## config.mk

```make
export PLATFORM = sky130hd
export DESIGN_NAME = vending_ctrl_flat
export DESIGN_NICKNAME = d
export VERILOG_FILES = /design/src/rtl/vending_pkg.sv /design/src/rtl/vending_ctrl_if.sv /design/src/rtl/vending_pulse_timer.sv /design/src/rtl/vending_ctrl.sv /design/src/flat_wrapper.sv
export SDC_FILE = /design/constraint.sdc
export NUM_CORES = 1
export LEC_CHECK = 0
export ABC_AREA = 1
export BUFFER_PORTS_ARGS = -buffer_cell sky130_fd_sc_hd__buf_2
export CAP_MARGIN = 20
export CORE_MARGIN = 1
export CORE_UTILIZATION = 35
export DETAILED_ROUTE_END_ITERATION = 8
export SLEW_MARGIN = 20
export SYNTH_ARGS = -nofsm -noshare
export SYNTH_HDL_FRONTEND = slang
export SYNTH_SLANG_ARGS = --single-unit
```

## constraint.sdc

```tcl
create_clock -name clk -period 3.7 [get_ports clk]
set_clock_uncertainty 0.1 [all_clocks]
set_input_delay 0.74 -clock clk [delete_from_list [all_inputs] [get_ports clk]]
set_output_delay 0.74 -clock clk [all_outputs]
set_load 0.05 [all_outputs]
```

## src/rtl/vending_pkg.sv

```systemverilog
// Shared types and defaults for the cafe/sopa vending controller.
// Optional idle auto-refund is enabled with VENDING_TIMEOUT_EN.
package vending_pkg;

    typedef enum logic [1:0] {
        ST_IDLE,
        ST_CREDIT,
        ST_DISPENSE,
        ST_CHANGE
    } state_t;

    typedef enum logic [1:0] {
        PROD_NONE,
        PROD_CAFE,
        PROD_SOPA
    } prod_t;

    localparam int COIN_W           = 4;
    localparam int DEF_CREDIT_W     = 8;
    localparam int DEF_PRICE_CAFE   = 3;
    localparam int DEF_PRICE_SOPA   = 5;
    localparam int DEF_MAX_CREDIT   = 20;
    localparam int DEF_DISP_CYCLES  = 4;
    localparam int DEF_TIMEOUT      = 1000;

    function automatic int cnt_w(input int max_val);
        return (max_val < 2) ? 1 : $clog2(max_val + 1);
    endfunction

endpackage

```

## src/rtl/vending_ctrl_if.sv

```systemverilog
// Front-panel / coin-acceptor / actuator bundle of the vending controller.
// master = panel side, slave = controller side.
interface vending_ctrl_if #(
    parameter int CREDIT_W = 8
);
    import vending_pkg::*;

    logic              coin_valid;
    logic [COIN_W-1:0] coin_value;
    logic              coin_accept;
    logic              cafe_btn;
    logic              sopa_btn;
    logic              cancel_btn;
    logic              cafe_out;
    logic              sopa_out;
    logic              change_pulse;
    logic              insufficient;
    logic [CREDIT_W-1:0] credit;
    logic              busy;

    modport master (
        output coin_valid, coin_value,
        output cafe_btn, sopa_btn, cancel_btn,
        input  coin_accept, cafe_out, sopa_out,
        input  change_pulse, insufficient,
        input  credit, busy
    );

    modport slave (
        input  coin_valid, coin_value,
        input  cafe_btn, sopa_btn, cancel_btn,
        output coin_accept, cafe_out, sopa_out,
        output change_pulse, insufficient,
        output credit, busy
    );

endinterface

```

## src/rtl/vending_pulse_timer.sv

```systemverilog
// Loadable down-counter; done is high while the count sits at zero.
// Shared by the dispense length and change pulse spacing.
module vending_pulse_timer #(
    parameter int W = 4
) (
    input  logic         clk,
    input  logic         rst_n,
    input  logic         load,
    input  logic [W-1:0] load_val,
    output logic         done
);

    logic [W-1:0] cnt;

    always_ff @(posedge clk or negedge rst_n) begin
        if (!rst_n) begin
            cnt <= '0;
        end else if (load) begin
            cnt <= load_val;
        end else if (cnt != '0) begin
            cnt <= cnt - W'(1);
        end
    end

    assign done = (cnt == '0);

endmodule

```

## src/rtl/vending_ctrl.sv

```systemverilog
// Vending controller: coin credit, cafe/sopa selection, dispense timing, change.
// Define VENDING_TIMEOUT_EN to refund credit after TIMEOUT_CYCLES idle cycles.
module vending_ctrl
    import vending_pkg::*;
#(
    parameter int CREDIT_W    = DEF_CREDIT_W,
    parameter int PRICE_CAFE  = DEF_PRICE_CAFE,
    parameter int PRICE_SOPA  = DEF_PRICE_SOPA,
    parameter int MAX_CREDIT  = DEF_MAX_CREDIT,
    parameter int DISP_CYCLES = DEF_DISP_CYCLES
`ifdef VENDING_TIMEOUT_EN
    ,
    parameter int TIMEOUT_CYCLES = DEF_TIMEOUT
`endif
) (
    input  logic         clk,
    input  logic         rst_n,
    vending_ctrl_if.slave bus
);

    localparam int XW = CREDIT_W + 1;
    localparam int TW = cnt_w((DISP_CYCLES > 1) ? DISP_CYCLES - 1 : 1);

    localparam logic [XW-1:0]       MAX_X  = XW'(MAX_CREDIT);
    localparam logic [CREDIT_W-1:0] P_CAFE = CREDIT_W'(PRICE_CAFE);
    localparam logic [CREDIT_W-1:0] P_SOPA = CREDIT_W'(PRICE_SOPA);
    localparam logic [TW-1:0]       T_DISP = TW'(DISP_CYCLES - 1);
    localparam logic [TW-1:0]       T_GAP  = TW'(1);

    state_t state, state_n;
    prod_t  prod, prod_n, sel;

    logic [CREDIT_W-1:0] credit, credit_n;
    logic [CREDIT_W-1:0] price, coin_ext;
    logic [XW-1:0]       sum;

    logic ins, ins_n;
    logic cafe_q, sopa_q, cancel_q;
    logic cafe_e, sopa_e, cancel_e;
    logic open_st, take;
    logic tload, tdone, to_expire;
    logic [TW-1:0] tval;

    assign cafe_e   = bus.cafe_btn & ~cafe_q;
    assign sopa_e   = bus.sopa_btn & ~sopa_q;
    assign cancel_e = bus.cancel_btn & ~cancel_q;

    assign open_st  = (state == ST_IDLE) || (state == ST_CREDIT);
    assign coin_ext = CREDIT_W'(bus.coin_value);
    assign sum      = {1'b0, credit} + XW'(bus.coin_value);

    assign bus.coin_accept = open_st
                          && (bus.coin_value != '0)
                          && (sum <= MAX_X);
    assign take = bus.coin_valid & bus.coin_accept;

    vending_pulse_timer #(.W(TW)) u_timer (
        .clk      (clk),
        .rst_n    (rst_n),
        .load     (tload),
        .load_val (tval),
        .done     (tdone)
    );

`ifdef VENDING_TIMEOUT_EN
    localparam int OW = cnt_w(TIMEOUT_CYCLES);

    logic to_load, to_done;

    // Any activity, or being outside CREDIT, restarts the idle window.
    assign to_load = (state != ST_CREDIT) || take
                  || cafe_e || sopa_e || cancel_e;

    vending_pulse_timer #(.W(OW)) u_idle (
        .clk      (clk),
        .rst_n    (rst_n),
        .load     (to_load),
        .load_val (OW'(TIMEOUT_CYCLES - 1)),
        .done     (to_done)
    );

    assign to_expire = (state == ST_CREDIT) && !to_load && to_done;
`else
    assign to_expire = 1'b0;
`endif

    always_comb begin
        sel   = PROD_NONE;
        price = P_CAFE;
        if (sopa_e) begin
            sel   = PROD_SOPA;
            price = P_SOPA;
        end else if (cafe_e) begin
            sel   = PROD_CAFE;
        end
    end

    always_ff @(posedge clk or negedge rst_n) begin
        if (!rst_n) begin
            state    <= ST_IDLE;
            prod     <= PROD_NONE;
            credit   <= '0;
            ins      <= 1'b0;
            cafe_q   <= 1'b0;
            sopa_q   <= 1'b0;
            cancel_q <= 1'b0;
        end else begin
            state    <= state_n;
            prod     <= prod_n;
            credit   <= credit_n;
            ins      <= ins_n;
            cafe_q   <= bus.cafe_btn;
            sopa_q   <= bus.sopa_btn;
            cancel_q <= bus.cancel_btn;
        end
    end

    always_comb begin
        state_n  = state;
        prod_n   = prod;
        credit_n = credit;
        ins_n    = 1'b0;
        tload    = 1'b0;
        tval     = '0;
        unique case (state)
            ST_IDLE, ST_CREDIT: begin
                if (take) begin
                    credit_n = credit + coin_ext;
                end
                // Price is checked against credit held before this cycle's coin.
                if (cancel_e) begin
                    if (state == ST_CREDIT) begin
                        state_n = ST_CHANGE;
                        tload   = 1'b1;
                    end
                end else if (sel != PROD_NONE) begin
                    if (credit >= price) begin
                        credit_n = credit_n - price;
                        prod_n   = sel;
                        state_n  = ST_DISPENSE;
                        tload    = 1'b1;
                        tval     = T_DISP;
                    end else begin
                        ins_n = 1'b1;
                    end
                end else if (to_expire) begin
                    state_n = ST_CHANGE;
                    tload   = 1'b1;
                end
                if (state_n == ST_IDLE || state_n == ST_CREDIT) begin
                    state_n = (credit_n == '0) ? ST_IDLE : ST_CREDIT;
                end
            end
            ST_DISPENSE: begin
                if (tdone) begin
                    state_n = (credit != '0) ? ST_CHANGE : ST_IDLE;
                end
            end
            ST_CHANGE: begin
                if (credit == '0) begin
                    state_n = ST_IDLE;
                end else if (tdone) begin
                    credit_n = credit - CREDIT_W'(1);
                    tload    = 1'b1;
                    tval     = T_GAP;
                end
            end
            default: state_n = ST_IDLE;
        endcase
    end

    assign bus.cafe_out     = (state == ST_DISPENSE) && (prod == PROD_CAFE);
    assign bus.sopa_out     = (state == ST_DISPENSE) && (prod == PROD_SOPA);
    assign bus.change_pulse = (state == ST_CHANGE) && tdone && (credit != '0);
    assign bus.insufficient = ins;
    assign bus.credit       = credit;
    assign bus.busy         = (state == ST_DISPENSE) || (state == ST_CHANGE);

endmodule

```

## src/flat_wrapper.sv

```systemverilog
// flat-port wrapper written by rule: the top's interface ports become plain ports
module vending_ctrl_flat import vending_pkg::*;
#(
    parameter int CREDIT_W    = DEF_CREDIT_W,
    parameter int PRICE_CAFE  = DEF_PRICE_CAFE,
    parameter int PRICE_SOPA  = DEF_PRICE_SOPA,
    parameter int MAX_CREDIT  = DEF_MAX_CREDIT,
    parameter int DISP_CYCLES = DEF_DISP_CYCLES

)
  (clk, rst_n, bus_coin_valid, bus_coin_value, bus_cafe_btn, bus_sopa_btn, bus_cancel_btn, bus_coin_accept, bus_cafe_out, bus_sopa_out, bus_change_pulse, bus_insufficient, bus_credit, bus_busy);
  vending_ctrl_if #(.CREDIT_W(CREDIT_W)) bus_i ();
  input  logic clk;
  input  logic rst_n;
  input wire logic [$bits(bus_i.coin_valid)-1:0] bus_coin_valid;
  input wire logic [$bits(bus_i.coin_value)-1:0] bus_coin_value;
  input wire logic [$bits(bus_i.cafe_btn)-1:0] bus_cafe_btn;
  input wire logic [$bits(bus_i.sopa_btn)-1:0] bus_sopa_btn;
  input wire logic [$bits(bus_i.cancel_btn)-1:0] bus_cancel_btn;
  output wire logic [$bits(bus_i.coin_accept)-1:0] bus_coin_accept;
  output wire logic [$bits(bus_i.cafe_out)-1:0] bus_cafe_out;
  output wire logic [$bits(bus_i.sopa_out)-1:0] bus_sopa_out;
  output wire logic [$bits(bus_i.change_pulse)-1:0] bus_change_pulse;
  output wire logic [$bits(bus_i.insufficient)-1:0] bus_insufficient;
  output wire logic [$bits(bus_i.credit)-1:0] bus_credit;
  output wire logic [$bits(bus_i.busy)-1:0] bus_busy;
  assign bus_i.coin_valid = bus_coin_valid;
  assign bus_i.coin_value = bus_coin_value;
  assign bus_i.cafe_btn = bus_cafe_btn;
  assign bus_i.sopa_btn = bus_sopa_btn;
  assign bus_i.cancel_btn = bus_cancel_btn;
  assign bus_coin_accept = bus_i.coin_accept;
  assign bus_cafe_out = bus_i.cafe_out;
  assign bus_sopa_out = bus_i.sopa_out;
  assign bus_change_pulse = bus_i.change_pulse;
  assign bus_insufficient = bus_i.insufficient;
  assign bus_credit = bus_i.credit;
  assign bus_busy = bus_i.busy;
  vending_ctrl #(.CREDIT_W(CREDIT_W), .PRICE_CAFE(PRICE_CAFE), .PRICE_SOPA(PRICE_SOPA), .MAX_CREDIT(MAX_CREDIT), .DISP_CYCLES(DISP_CYCLES)) u_core (.clk(clk), .rst_n(rst_n), .bus(bus_i));
endmodule
```

==> results of run 1 <==
## power by group through the flow
stage,Sequential [W],Clock [W],Combinational (W)
2_1_floorplan,0.000204,0,0.0000348
3_3_place_gp,0.000204,0,0.0000620
3_5_place_dp,0.000204,0,0.0000624
4_1_cts,0.000200,0.000172,0.0000626
5_1_grt,0.000201,0.000182,0.0000763
6_report,0.000201,0.000167,0.0000685
## kinds of logic after synthesis
| logic type | count (synthesis) | share of synthesized area, % |
|---|---|---|
| and+or+nand+nor | 166 | 41.2 |
| buffers and inverters | 65 | 14.2 |
| AOI/OAI and AO/OA | 37 | 12.0 |
| DFF | 18 | 23.5 |
| adders and majority gates | 12 | 8.63 |
| xor gates and xnor gates | 1 | 0.458 |
## metal layers
layer / wire length, um / vias to the layer above / GRT usage [%]
li1: - / 1043 / -
met1: 2540 / 940 / 26.7
met2: 2610 / 52 / 33.5
met3: 237 / 5 / 1.57
met4: 48 / 0 / 6.73
met5: 0 / - / 0
## cells in the final DEF (no fill, tap or decap), types with 4 or more instances in the layout
master                     count
sky130_fd_sc_hd__nand4_1       9
sky130_fd_sc_hd__nand3_2       6
sky130_fd_sc_hd__clkbuf_8      4
sky130_fd_sc_hd__nand2_2      22
sky130_fd_sc_hd__inv_1        46
sky130_fd_sc_hd__a21oi_1      10
sky130_fd_sc_hd__dfrtp_1      16
sky130_fd_sc_hd__nand2_1      69
sky130_fd_sc_hd__inv_2        11
sky130_fd_sc_hd__nor2_1       26
sky130_fd_sc_hd__buf_2        22
sky130_fd_sc_hd__o21ai_0      12
sky130_fd_sc_hd__ha_1          8
sky130_fd_sc_hd__nand3_1      19
sky130_fd_sc_hd__buf_4        26
sky130_fd_sc_hd__nor3_1        4
## layout make-up
cell class              instances  area, sq um  area share [%]
multi-input cells             216         1290            52.6
flip-flops and latches         18          453            18.5
repair buffers                 51          352            14.4
inverters                      57          214            8.73
well taps                      70         87.6            3.58
clock buffers                   4         55.1            2.25
## registers in the layout (all words and copies together) (netlist names)
| name | flops |
|---|---|
| u_core.prod | 2 |
| u_core.u_timer.cnt | 2 |
| u_core.state | 2 |
| u_core.cancel_q | 1 |
| u_core.sopa_q | 1 |
| u_core.cafe_q | 1 |
| u_core.bus.insufficient | 1 |
| u_core.bus.credit | 8 |
## worst min-delay path by stage
stage | cells past startpoint | endpoint | start
2_1_floorplan | 0 | u_core.bus.credit[0] | rst_n
3_3_place_gp | 2 | u_core.u_timer.cnt[1] | u_core.u_timer.cnt[1]
3_5_place_dp | 2 | u_core.u_timer.cnt[1] | u_core.u_timer.cnt[1]
4_1_cts | 1 | u_core.bus.credit[4] | rst_n
5_1_grt | 1 | u_core.bus.credit[4] | rst_n
6_report | 1 | u_core.bus.credit[4] | rst_n
## per-stage QoR
step | cells | hold WS (ns) | setup TNS, ns | util [%] | instance area [sq um]
floorplan | 299 | 0.344 | 0 | - | 1930
global placement | 408 | 0.398 | -0.491 | 43.7 | 2260
global route | 416 | 0.346 | -0.114 | 47.4 | 2450
finish | 416 | 0.303 | 0 | 47.4 | 2450
detailed placement | 408 | 0.396 | -0.917 | 43.7 | 2260
CTS | 412 | 0.319 | 0 | 44.8 | 2320
## repair_timing
| item | 4_1_cts | 5_1_grt |
|---|---|---|
| buffers inserted | 0 | 5 |
| endpoints found under the hold margin | 0 | 0 |
| resized for setup | 2 | 30 |
| pin swaps | 0 | 21 |
| setup endpoints to repair | 1 | 6 |
## cells in the mapped netlist, drive strengths merged (2+ instances only)
| master | instances |
|---|---|
| a211oi | 2 |
| nor3 | 6 |
| nor2 | 30 |
| o21ai | 15 |
| fa | 2 |
| nand4 | 9 |
| nand2 | 93 |
| nand3 | 26 |
| a31oi | 3 |
| clkbuf | 4 |
| buf | 4 |
| a21oi | 10 |
| dfrtp | 18 |
| o211ai | 2 |
| ha | 10 |
| inv | 57 |
## critical path, delay by kind of cell
family,cells,cell delay (ns)
adder cells (fa/ha/maj),3,1.01
AND/OR/NAND/NOR,20,1.43
buffers and inverters,5,0.42
AO/OA/AOI/OAI,1,0.07
==> impl_summary.log, run 1 <==
[metrics] Power Dens Cells: 178 nW/um^2
[metrics] total power after layout: approximately 0.00044 W
[metrics] CTS Hold Bufs: 0
[metrics] clock sink count: 18
[metrics] critical path's slowest cell: sky130_fd_sc_hd__fa_2
[metrics] Internal Dissipation: around 0.00032 W
[metrics] top-area cell type share of the netlist area: between 20% and 30%
[metrics] number of antenna violations at the first check in global routing: 0
[metrics] clock tree from TritonCTS: built
[metrics] path type of the worst min-delay path: primary input to async pin
[metrics] last weighted congestion value of the routability-driven placer: roughly 0.94
[metrics] number of optimization iterations in the first detailed-route pass: 4
[metrics] ratio of cells with drive above 1 in the final layout: around a third
[metrics] maximum level of the CTS H-tree: 1
[metrics] proportion of total power due to net switching: a little over a quarter
[metrics] combined area of all synthesized cells: 1910 sq um
[metrics] Cell variety after synth: 37
[metrics] Post-layout nets: between 300 and 400
[metrics] number of fill cells in the layout: 538
[metrics] I/O pin cnt: 24
[metrics] Post-Synthesis Net Count: ~320
[metrics] worst reg2reg path depth: 27
[metrics] dominant cell type by count on the critical path: sky130_fd_sc_hd__nand2_1
[metrics] Max-slew headroom: between 60% and 70%
[metrics] worst setup path start: bus_coin_value[0]
[metrics] number of vias in the routed layout: about 2000
[metrics] combinational share of power: 15.7%
[metrics] routed wirelength normalized by instance count: ~13 um
[metrics] number of buffers created by CTS: 3
[metrics] worst reg2reg path startpoint: u_core.bus.credit[1]
[metrics] max-cap check violation count: 0
[metrics] synthesized area per cell: 6.40 sq um
[metrics] Post-synth ARST share: 100%
[metrics] Post-synth EDFFs: 0
[metrics] starting utilization of the core area: between 30 and 40%
[metrics] final number of setup-violating endpoints: 0
[metrics] worst endpoint data arrival time: about 3.7 ns
[metrics] Starting DRT DRC Count: 100
[metrics] pre-CTS worst setup slack: -0.298 ns
[metrics] Fin. Hold Viols: 0
[metrics] CTS max path bufs: 2
[metrics] number of vias per cell after detailed routing: ~5
[metrics] detailed placer's ending HPWL: between 4000 and 5000 um
[metrics] run status: finished, final reports clean
[metrics] Req. time, crit path: about 3.8 ns
[metrics] min cycle time layout: approximately 3.6 ns
[metrics] setup repair after global routing missed its margin: true
[metrics] Core Box Area: 5170 sq um
[metrics] Setup crit end: u_core.state[0]
[metrics] diodes inserted: 0
[metrics] period utilisation layout: 97.7%
[metrics] number of buffers added on ports: 23
[metrics] full die area: 5770 sq um
[metrics] clock input transition at the sequential cells of the worst setup and hold paths: ~0.08 ns
[metrics] number of nets with antenna violations after routing: 0
[metrics] chip height: 76.0 um
[metrics] Final Routed Wirelength: between 5000 and 6000 um
[metrics] overall routing resource usage: 19.9%
[metrics] Worst Tran Pin Value: 0.452 ns
[metrics] Setup crit start kind: primary input
[metrics] synthesis-to-layout area growth: 28.0%
[metrics] insertion delay of the later-clocked pin in the worst-skew pair: ~0.26 ns
[metrics] reg2reg setup slack: roughly 0.2 ns
[metrics] Congestion Overflow GR: 0
[metrics] number of storage elements in the synthesis netlist: 18
[metrics] final critical-path setup slack: between 0.08 and 0.09 ns
[metrics] die span in x: between 70 and 80 um
[metrics] highest fanout seen on the critical path: 4
[metrics] library cell occupying the most area in the post-synthesis netlist: sky130_fd_sc_hd__dfrtp_1
[metrics] Sw Pwr: roughly 0.00011 W
[metrics] Leakage: between 1 and 1.5 nW
[metrics] global-route wire length before repair: 9210 um
[metrics] DRC: 0
[metrics] number of rows in the core area: 26
[metrics] final-report max-slew violation count: 0
[metrics] cell count after synthesis: 299
[metrics] largest net degree at the start of global routing: 19
[metrics] worst vdd rail ir drop: roughly 0.00019 V
[metrics] top cells by area in the synthesized netlist: sky130_fd_sc_hd__dfrtp_1, sky130_fd_sc_hd__nand2_1, sky130_fd_sc_hd__inv_1
[metrics] endpoint class of the critical path: flip-flop
[metrics] worst stage delay on the critical path: about 0.55 ns
[metrics] post-synthesis sequential area ratio: 23.5%
[metrics] start-to-end type of the worst setup path: primary input to flip-flop
[metrics] count of warnings emitted by yosys: 0
[metrics] vias in the first global route: approximately 2000
[metrics] dominant synthesized flop cell: sky130_fd_sc_hd__dfrtp_1
[metrics] sequential cell fraction of total power: 45.9%
[metrics] worst reg2reg endpoint: u_core.state[0]
[metrics] peak clock frequency supported by timing: approximately 280 MHz
[metrics] clock root buffer: sky130_fd_sc_hd__clkbuf_8
[metrics] clock network fraction of total power: between 30% and 40%
Power figures use the tool's default switching activity.
==> inputs of run 2 (changes only) <==
--- a/config.mk
+++ b/config.mk
@@ -10,7 +10,9 @@
 export CAP_MARGIN = 20
 export CORE_MARGIN = 1
 export CORE_UTILIZATION = 35
+export CTS_BUF_LIST = sky130_fd_sc_hd__clkbuf_16
 export DETAILED_ROUTE_END_ITERATION = 8
+export PLACE_DENSITY = 0.6
 export SLEW_MARGIN = 20
 export SYNTH_ARGS = -nofsm -noshare
 export SYNTH_HDL_FRONTEND = slang
==> run 2 against run 1 <==
Net effect:
- total power rose by 13%
- flip-flop and latch count did not move
- register-to-register slack barely moved
- largest power group is now clock
- sequential power barely moved
- via count rose by 0.98%
- fmax fell by 0.51%
- critical path depth rose by 1
- first-iteration DRC count rose by 4.0%
==> impl_summary.log, run 2 (synthesized netlist as in run 1, its figures left out) <==
[metrics] commonest cells after routing, fill and taps aside: sky130_fd_sc_hd__nand2_1, sky130_fd_sc_hd__inv_1, sky130_fd_sc_hd__nor2_1, sky130_fd_sc_hd__buf_4
[metrics] Final Routed Wirelength: roughly 5500 um
[metrics] overall routing resource usage: roughly 20%
[metrics] DRC: 0
[metrics] Setup crit start kind: primary input
[metrics] max-cap check violation count: 0
[metrics] number of vias in the routed layout: 2060
[metrics] number of buffers created by CTS: 3
[metrics] worst stage delay on the critical path: approximately 0.55 ns
[metrics] setup repair after global routing missed its margin: true
[metrics] number of standard cells in the final layout excluding fillers: about 420
[metrics] Sw Pwr: approximately 0.00012 W
[metrics] I/O pin cnt: 24
[metrics] min cycle time layout: between 3 and 4 ns
[metrics] Leakage: about 1.3 nW
[metrics] diodes inserted: 0
[metrics] final critical-path setup slack: around 0.067 ns
[metrics] Post-layout nets: 369
[metrics] worst vdd rail ir drop: 0.000191 V
[metrics] routed wirelength normalized by instance count: between 10 and 15 um
[metrics] clock tree from TritonCTS: built
[metrics] start-to-end type of the worst setup path: primary input to flip-flop
[metrics] number of vias per cell after detailed routing: roughly 5
[metrics] maximum level of the CTS H-tree: 1
[metrics] starting utilization of the core area: 37.0%
[metrics] pre-CTS worst setup slack: -0.298 ns
[metrics] Internal Dissipation: between 0.0003 and 0.0004 W
[metrics] total power after layout: ~0.0005 W
[metrics] final number of setup-violating endpoints: 0
[metrics] final-report max-slew violation count: 0
[metrics] placed insts: between 400 and 500
[metrics] critical path's slowest cell: sky130_fd_sc_hd__fa_2
[metrics] last weighted congestion value of the routability-driven placer: around 0.94
[metrics] peak clock frequency supported by timing: approximately 280 MHz
[metrics] Starting DRT DRC Count: ~100
[metrics] CTS max path bufs: 2
[metrics] vias in the first global route: 2022
[metrics] insertion delay of the later-clocked pin in the worst-skew pair: approximately 0.25 ns
[metrics] clock root buffer: sky130_fd_sc_hd__clkbuf_16
[metrics] Hold Worst Slack: ~0.32 ns
[metrics] number of buffers added on ports: 23
[metrics] highest fanout seen on the critical path: 4
[metrics] Top Family by Delay on Critical Path: simple AND/OR/NAND/NOR gates
[metrics] number of rows in the core area: 26
[metrics] clock input transition at the sequential cells of the worst setup and hold paths: ~0.06 ns
[metrics] Worst Tran Pin Value: roughly 0.44 ns
[metrics] Power Dens Cells: between 150 and 200 nW/um^2
[metrics] worst endpoint data arrival time: roughly 3.7 ns
[metrics] Core Box Area: 5170 sq um
[metrics] full die area: about 5800 sq um
[metrics] proportion of total power due to net switching: roughly a quarter
[metrics] number of antenna violations at the first check in global routing: 0
[metrics] path type of the worst min-delay path: primary input to async pin
[metrics] clock network fraction of total power: a little under half
[metrics] Largest register FFs: 8
[metrics] most flop-heavy register: u_core.bus.credit
[metrics] Req. time, crit path: 3.74 ns
[metrics] crit path buf inv count: 6
[metrics] detailed placer's ending HPWL: ~4300 um
[metrics] period utilisation layout: a little over nine tenths
[metrics] number of optimization iterations in the first detailed-route pass: 4
[metrics] sequential cell fraction of total power: between 40% and 50%
[metrics] largest net degree at the start of global routing: 19
[metrics] Max-slew headroom: 70.8%
[metrics] Congestion Overflow GR: 0
[metrics] endpoint class of the critical path: flip-flop
[metrics] run status: finished, final reports clean
[metrics] ratio of cells with drive above 1 in the final layout: about a third
[metrics] number of fill cells in the layout: roughly 530
[metrics] synthesis-to-layout area growth: 29.2%
[metrics] chip height: about 76 um
[metrics] clock sink count: 18
[metrics] die span in x: roughly 76 um
[metrics] commonest non-fill, non-tap cell in the layout: sky130_fd_sc_hd__nand2_1
[metrics] number of nets with antenna violations after routing: 0
[metrics] combinational share of power: 13.9%
[metrics] Fin. Hold Viols: 0
[metrics] global-route wire length before repair: approximately 9200 um
==> run 2: routing by layer <==
metal / vias up / share of wire [%] / global-route usage (%)
li1: 1044 / - / -
met1: 962 / 48 / 26.7
met2: 47 / 48 / 33.5
met3: 7 / 2.9 / 1.57
met4: 0 / 1.3 / 6.92
met5: - / 0 / 0
==> run 2: final timing paths <==
| path | from | to | slack [ns] | cells past startpoint |
|---|---|---|---|---|
| setup / recovery | bus_coin_value[0] | u_core.state[0] | 0.07 | 30 |
| hold / removal | rst_n | u_core.bus.credit[4] | 0.32 | 1 |
| setup reg to reg | u_core.bus.credit[1] | u_core.state[0] | 0.19 | 28 |
| hold reg to reg | u_core.u_timer.cnt[1] | u_core.u_timer.cnt[1] | 0.41 | 2 |
| max in group asynchronous | rst_n | u_core.bus.credit[1] | 2.86 | 1 |
| min in group clk | u_core.u_timer.cnt[1] | u_core.u_timer.cnt[1] | 0.41 | 2 |
==> run 2: worst register-to-register path: cells and delay by family (launching register included) <==
| kind | cells | cell delay (ns) |
|---|---|---|
| DFF | 1 | 0.42 |
| adders and majority gates | 2 | 0.80 |
| and+or+nand+nor | 21 | 1.74 |
| buffers and inverters | 5 | 0.36 |
==> run 2: layout make-up <==
class                   instances  area, sq um  area share, %
multi-input cells             216         1290           52.1
flip-flops and latches         18          453           18.3
repair buffers                 51          352           14.2
inverters                      57          214           8.65
well taps                      70         87.6           3.54
clock buffers                   3         75.1           3.03
clock inverters                 1         3.75          0.152
==> run 2: timing repair <==
item                                    in CTS  in global routing
gates cloned                                 0                  0
setup buffers                                0                  5
gates resized for setup                      2                 30
hold buffers                                 0                  0
pin swaps                                    0                 21
endpoints found under the setup margin       1                  6
==> run 2: stage by stage <==
step | instance area (sq um) | utilization (%) | TNS, ns
after detailed placement | 2260 | 43.7 | -0.917
after CTS | 2340 | 45.3 | 0
final | 2470 | 47.8 | 0
after global routing | 2470 | 47.8 | -0.152
after floorplan | 1930 | - | 0
after global placement | 2260 | 43.7 | -0.491
==> run 2: power by group through the flow <==
stage | logic, W | registers (W) | clock network [W]
floorplan | 0.0000348 | 0.000204 | 0
global route | 0.0000763 | 0.000201 | 0.000240
detailed placement | 0.0000624 | 0.000204 | 0
global placement | 0.0000620 | 0.000204 | 0
CTS | 0.0000626 | 0.000201 | 0.000229
finish | 0.0000685 | 0.000201 | 0.000224
